<file path="config.mk">
export PLATFORM = sky130hd
export DESIGN_NAME = seq_detector_param
export DESIGN_NICKNAME = d
export VERILOG_FILES = /design/src/rtl/seq_detector_param.sv
export SDC_FILE = /design/constraint.sdc
export NUM_CORES = 1
export LEC_CHECK = 0
export CAP_MARGIN = 20
export CORE_UTILIZATION = 53
export CTS_CLUSTER_SIZE = 40
export DETAILED_ROUTE_END_ITERATION = 16
export GPL_ROUTABILITY_DRIVEN = 0
export PLACE_DENSITY = 0.92
export SYNTH_ARGS = -nofsm -noshare
export SYNTH_HDL_FRONTEND = slang
export SYNTH_SLANG_ARGS = --single-unit
</file>
<file path="constraint.sdc">
create_clock -name clock_i -period 3.4 [get_ports clock_i]
set_input_delay 0.34 -clock clock_i [delete_from_list [all_inputs] [get_ports clock_i]]
set_output_delay 0.34 -clock clock_i [all_outputs]
set_load 0.03 [all_outputs]
</file>
<file path="src/rtl/seq_detector_param.sv">
// Parametrised serial sequence detector with a programmable pattern,
// overlap control, a one-cycle match pulse and a saturating match counter.
module seq_detector_param #(
    parameter int PAT_W = 4,
    parameter int CNT_W = 8
) (
    input  logic             clock_i,
    input  logic             reset_i,
    input  logic             in_valid_i,
    input  logic             sequence_i,
    input  logic [PAT_W-1:0] pattern_i,
    input  logic             pattern_load_i,
    input  logic             overlap_i,
    input  logic             clear_count_i,
    output logic             flag_o,
    output logic [CNT_W-1:0] match_count_o
);

    localparam int FW = $clog2(PAT_W + 1);
    localparam logic [FW-1:0] FILL_FULL = FW'(PAT_W);
    localparam logic [FW-1:0] FILL_LAST = FW'(PAT_W - 1);
    localparam logic [CNT_W-1:0] CNT_MAX = '1;

    logic [PAT_W-1:0] pat_q, pat_d;
    logic [PAT_W-1:0] hist_q, hist_d;
    logic [FW-1:0]    fill_q, fill_d;
    logic             flag_q, flag_d;
    logic [CNT_W-1:0] cnt_q, cnt_d;
    logic [PAT_W-1:0] window;
    logic             hit;

    // Window update, match detection and next-state for all registers.
    always_comb begin
        pat_d  = pat_q;
        hist_d = hist_q;
        fill_d = fill_q;
        flag_d = 1'b0;
        cnt_d  = cnt_q;
        window = {hist_q[PAT_W-2:0], sequence_i};
        hit    = in_valid_i && !pattern_load_i &&
                 (fill_q >= FILL_LAST) && (window == pat_q);

        if (pattern_load_i) begin
            // A load flushes history; the bit offered alongside is dropped.
            pat_d  = pattern_i;
            hist_d = '0;
            fill_d = '0;
        end else if (in_valid_i) begin
            hist_d = window;
            if (hit && !overlap_i) begin
                fill_d = '0;
            end else if (fill_q < FILL_FULL) begin
                fill_d = fill_q + 1'b1;
            end
        end

        flag_d = hit;

        if (clear_count_i) begin
            cnt_d = hit ? CNT_W'(1) : '0;
        end else if (hit && cnt_q != CNT_MAX) begin
            cnt_d = cnt_q + 1'b1;
        end
    end

    // State registers, cleared asynchronously by the active-low reset.
    always_ff @(posedge clock_i or negedge reset_i) begin
        if (!reset_i) begin
            pat_q  <= '0;
            hist_q <= '0;
            fill_q <= '0;
            flag_q <= 1'b0;
            cnt_q  <= '0;
        end else begin
            pat_q  <= pat_d;
            hist_q <= hist_d;
            fill_q <= fill_d;
            flag_q <= flag_d;
            cnt_q  <= cnt_d;
        end
    end

    assign flag_o        = flag_q;
    assign match_count_o = cnt_q;

endmodule

</file>
# After elaboration in Yosys (flattened, before gate mapping)
# Cells that the tools add are included.
[totals]
regBits = 19
inputBits = 11
out_inout_bits = 9
[classes]
add_sub_neg = 2
order_cmp = 2
n_eq_ne = 2
n_mux = 9
reduce_logical = 11
[op_table]
columns = ["cell", "n"]
rows = [
  ["$mux W3", 6],
  ["$mux W8", 2],
  ["$add A8 B1 Y8 const B", 1],
  ["$ne A8 B8 Y1 const B", 1],
  ["$logic_and A1 B1 Y1", 5],
  ["$eq A4 B4 Y1", 1],
  ["$reduce_bool A2 Y1", 2],
  ["$add A3 B1 Y3 const B", 1],
  ["$ge A3 B2 Y1 const B", 1],
  ["$lt A3 B3 Y1 const B", 1],
  ["$reduce_bool A3 Y1", 1],
  ["$logic_not A1 Y1", 2],
  ["$reduce_and A2 Y1", 1],
  ["$mux W1", 1],
]

# Depth between registers and ports, before layout
[logic_depth]
depth_word = 8
ltp_mapped = 7
ltp_nobuf = 7

# Least setup slack after synthesis
# Ideal clock, no wire load.
[synth_timing]
kind = "register to register"
startpoint = "reg cnt_q[0] (netlist: match_count_o[0])"
endpoint = "reg cnt_q[5] (netlist: match_count_o[5])"
arrival_time_ns = 2.006
required_ns = 3.323
path_slack_ns = 1.317
stages_incl_launch_ff = 7
path_buffers = 0
cell_sequence = "dfrtp_1 -> ha_1 -> and3_4 -> a311oi_4 -> nand2_4 -> or4_1 -> a21oi_1"
[synth_between]
elab_chain_len = 3
elab_cells_between_ends = 6
classes_between = "add/sub (1); eq/ne (1); mux (2); reduce/logical (2)"
[synth_rtl]
columns = ["element", "line", "text"]
rows = [
  ["start: declaration", "28", "logic [CNT_W-1:0] cnt_q, cnt_d;"],
  ["start signal: assignment", "79", "cnt_q <= cnt_d;"],
  ["$add A8 B1 Y8 or $ne A8 B8 Y1 (tied branches)", "62, 61", ""],
  ["$mux W8 or $logic_and A1 B1 Y1 (tied branches)", "61", "end else if (hit && cnt_q != CNT_MAX) begin"],
  ["$mux W8 or $reduce_bool A2 Y1 (tied branches)", "--", ""],
]
# Several ways; a longest one is shown, not always the timed one. The select of a mux whose other input is x is not followed.
# A chain may end at the register's enable or synchronous reset.

# Worst setup path after layout
[layout_timing]
startpoint = "in pattern_load_i"
endpoint = "reg cnt_q[7] (netlist: match_count_o[7])"
[layout_between]
elab_chain_len = 6
[layout_rtl]
columns = ["element", "line", "text"]
rows = [
  ["start: declaration", "12", "input logic pattern_load_i,"],
  ["$logic_not A1 Y1", "40", "hit = in_valid_i && !pattern_load_i &&"],
  ["$logic_and A1 B1 Y1 (2 in a row)", "40", ""],
  ["$logic_and A1 B1 Y1", "41", "(fill_q >= FILL_LAST) && (window == pat_q);"],
  ["$logic_and A1 B1 Y1", "61", ""],
  ["$reduce_bool A2 Y1 (no line)", "--", ""],
]
# Every way passes these cells.

==> results_dict.tcl <==
set metrics [dict create \
    run_status "complete, no violations" \
    hp-class "in -> async" \
    tritoncts "yes" \
    ys_seq_area_share_pct 47.09 \
    layout_worst_path_cycle_share_pct 63.19 \
    worstRegToRegCells 6 \
    cts_resized 0 \
    hold_violations 0 \
    most_crowded_layer_gr "met2" \
    post_route_cells_drive_above_1_share_pct 10.81 \
    final.setup.tns_ps 0 \
    grt_start_max_net_pins 20 \
    final-seq-area_um2 475.5 \
    cts.repair_timing.setup_buffer_count 0 \
    grt_pass1_wl_um 3118 \
    floorplan.die.width_um 45.65 \
    route.detailed.wl_per_inst_um 13.76 \
    coreArea_um2 1764 \
    hold-worst-slack_ps 513.1 \
    critical_register_to_register_path_endpoint "match_count_o[7]" \
    groute.layer.met1.usage_pct 27.74 \
    design.final.nets 126 \
    height_of_the_die_um 45.65 \
    max_freq_ghz 0.4654 \
    port_buffers 19 \
    initialDrtViolationCount 17 \
    power_density_nw_per_um2 329.4 \
    detail-route-antenna-nets 0 \
    remaining_drc_errors 0 \
    path_class "in -> reg" \
    clk_latency_ps 300 \
    synthesized_nets 105 \
    min_period_ps 2149 \
    clkSlewWorstSetupHoldPaths_ps 100 \
    number_of_synthesis_warnings 0 \
    diodes 0 \
    drv_cap 0 \
    grt_pass1_vias 692 \
    netlist-cell-type-count 32 \
    finalWirelength_um 1871 \
    grt_antenna_before_repair 0 \
    row_count 15 \
    cts.sinks 19 \
    leakage_power_nw 0.5605 \
    worst_setup_path_start_kind "primary input" \
    synth.cell_area_um2 1010 \
    cts_buffers 3 \
    relSlewSlack_pct 44.11 \
    gr-total-overflow 0 \
    timing.critical_path.fanout_max 13 \
    rsz0062_at_grt "no" \
    ys_seq_elements 19 \
    areaGrowthSynthToFinish_pct 23.17 \
    slew_violations 0 \
    detailroute.via_count 767 \
    fillers 135 \
    worst_path_required_time_ps 3630 \
    die_area_um2 2083 \
    arrival_ps 2370 \
    drt-pass1-iter-count 4 \
    route.detailed.vias_per_inst 5.640 \
    cts.path.max_buffers 2 \
    timing.rr.start "match_count_o[0]" \
    max-vdd-ir-drop_v 0.0002600 \
    clock-skew-final_ps 1.661 \
    detailedPlacementHpwl_um 1391 \
    cts.htree.levels 1 \
    io_pins 20 \
    worst_margin_slew_ps 835.8 \
    global_route.usage.total_pct 21.84 \
    syn-mean-instance-area_um2 11.10 \
    post_synth_inst_count 91 \
    reg2reg_setup_slack_ps 1300 \
    met2_usage_pct 34.57 \
    ctsHoldBuffers 0 \
    final-setup-viol-count 0 \
    gr-usage-met3_pct 2.381 \
    initial_core_util_pct 57.23 \
    crit_path_end_kind "flop" \
    multi_input_logic_area_um2 505.5 \
    cts.root.buffer_cell "clkbuf_4" \
]
==> cell usage in the layout, fill, tap and decap left out, drive strengths merged <==
| cell type | n |
|---|---|
| mux2i | 4 |
| a211oi | 1 |
| nor4 | 1 |
| nor2 | 9 |
| nand2b | 3 |
| xor2 | 6 |
| clkbuf | 4 |
| or4 | 2 |
| and3 | 5 |
| dfrtp | 19 |
| nor3b | 1 |
| mux2 | 4 |
| a31oi | 2 |
| o31ai | 2 |
| o32ai | 2 |
| xnor2 | 1 |
| o211ai | 1 |
| clkdlybuf4s50 | 19 |
| nand2 | 3 |
| a21oi | 5 |
| nor3 | 1 |
| ha | 3 |
| nor2b | 1 |
| nand3 | 4 |
| nand4 | 1 |
| a311oi | 2 |
| inv | 4 |
| nand3b | 1 |
==> per-layer routing <==
metal  up-vias  routed length, µm
li1        370                  -
met1       377                866
met2        15                899
met3         5                 51
met4         0                 53
met5         -                  0
==> cell usage after synthesis <==
cell type | count | area share, %
clkbuf_1 | 1 | 0.37
nor2b_1 | 1 | 0.62
nand2_1 | 2 | 0.74
o211ai_1 | 1 | 0.74
a21oi_1 | 5 | 2.5
nor3_1 | 1 | 0.50
nor3b_1 | 1 | 0.74
o32ai_1 | 2 | 1.7
a211oi_2 | 1 | 1.2
or4_1 | 2 | 1.5
and3_4 | 1 | 1.1
a311oi_1 | 1 | 0.87
nand4_1 | 1 | 0.62
nand3_1 | 4 | 2.0
a311oi_4 | 1 | 2.6
and3_1 | 4 | 2.5
ha_1 | 3 | 3.7
clkbuf_2 | 1 | 0.50
nand2b_1 | 3 | 1.9
nand2_4 | 1 | 1.1
dfrtp_1 | 19 | 47
inv_1 | 4 | 1.5
xor2_1 | 6 | 5.2
xnor2_1 | 1 | 0.87
nor4_4 | 1 | 2.1
mux2_2 | 4 | 4.5
buf_2 | 1 | 0.50
nor2_1 | 9 | 3.3
a31oi_1 | 2 | 1.2
o31ai_1 | 2 | 1.5
nand3b_1 | 1 | 0.74
mux2i_1 | 4 | 4.0
==> cells by family after synthesis <==
group	Yosys count	synth area share [%]
AOI/OAI and AO/OA	15	12.39
xor gates and xnor gates	7	6.072
adders and majority gates	3	3.718
buffers and inverters	7	2.848
DFF	19	47.09
muxes	8	8.426
and+or+nand+nor	32	19.45
==> layout make-up <==
cell class | instances | area share (%)
Multi-Input combinational cell | 65 | 40.64
Sequential cell | 19 | 38.23
Timing Repair Buffer | 19 | 15.29
Tap cell | 25 | 2.515
Clock buffer | 4 | 2.113
Inverter | 4 | 1.207
==> per-stage QoR <==
stage                     worst slack (ps)  instances  total power, mW  cell area, µm²  utilization (%)
after global routing                  1128        136           0.4280            1244            70.50
after floorplan                       1317         91           0.2797            1010                -
after CTS                             1237        136           0.4132            1244            70.50
after global placement               996.1        132           0.2988            1217            69.01
after detailed placement             937.9        132           0.3026            1217            69.01
final                                 1252        136           0.4097            1244            70.50
==> state kept, by name, indices dropped and copies added (netlist names) <==
name and flops:
match_count_o 8, pat_q 4, fill_q 3, hist_q 3, flag_o 1
==> worst max path at each step <==
stage                                 from               end  slack [ps]
after floorplan           match_count_o[0]  match_count_o[5]        1320
after global placement      pattern_load_i  match_count_o[7]        1000
after detailed placement    pattern_load_i  match_count_o[5]         940
after CTS                   pattern_load_i  match_count_o[7]        1240
after global routing        pattern_load_i  match_count_o[5]        1130
final                       pattern_load_i  match_count_o[7]        1250
==> worst max-delay path, stage by stage <==
cell	delay [ps]
clkdlybuf4s50_1	640
nand2b_1	300
a311oi_4	340
nand2_4	120
or4_1	490
a21oi_1	150
==> power breakdown <==
group | internal [mW] | leakage (nW) | switching [mW]
Clock | 0.0457 | 0.0150 | 0.0667
Combinational | 0.0274 | 0.292 | 0.0270
Sequential | 0.235 | 0.254 | 0.00829
(Power assumes the default switching activity.)
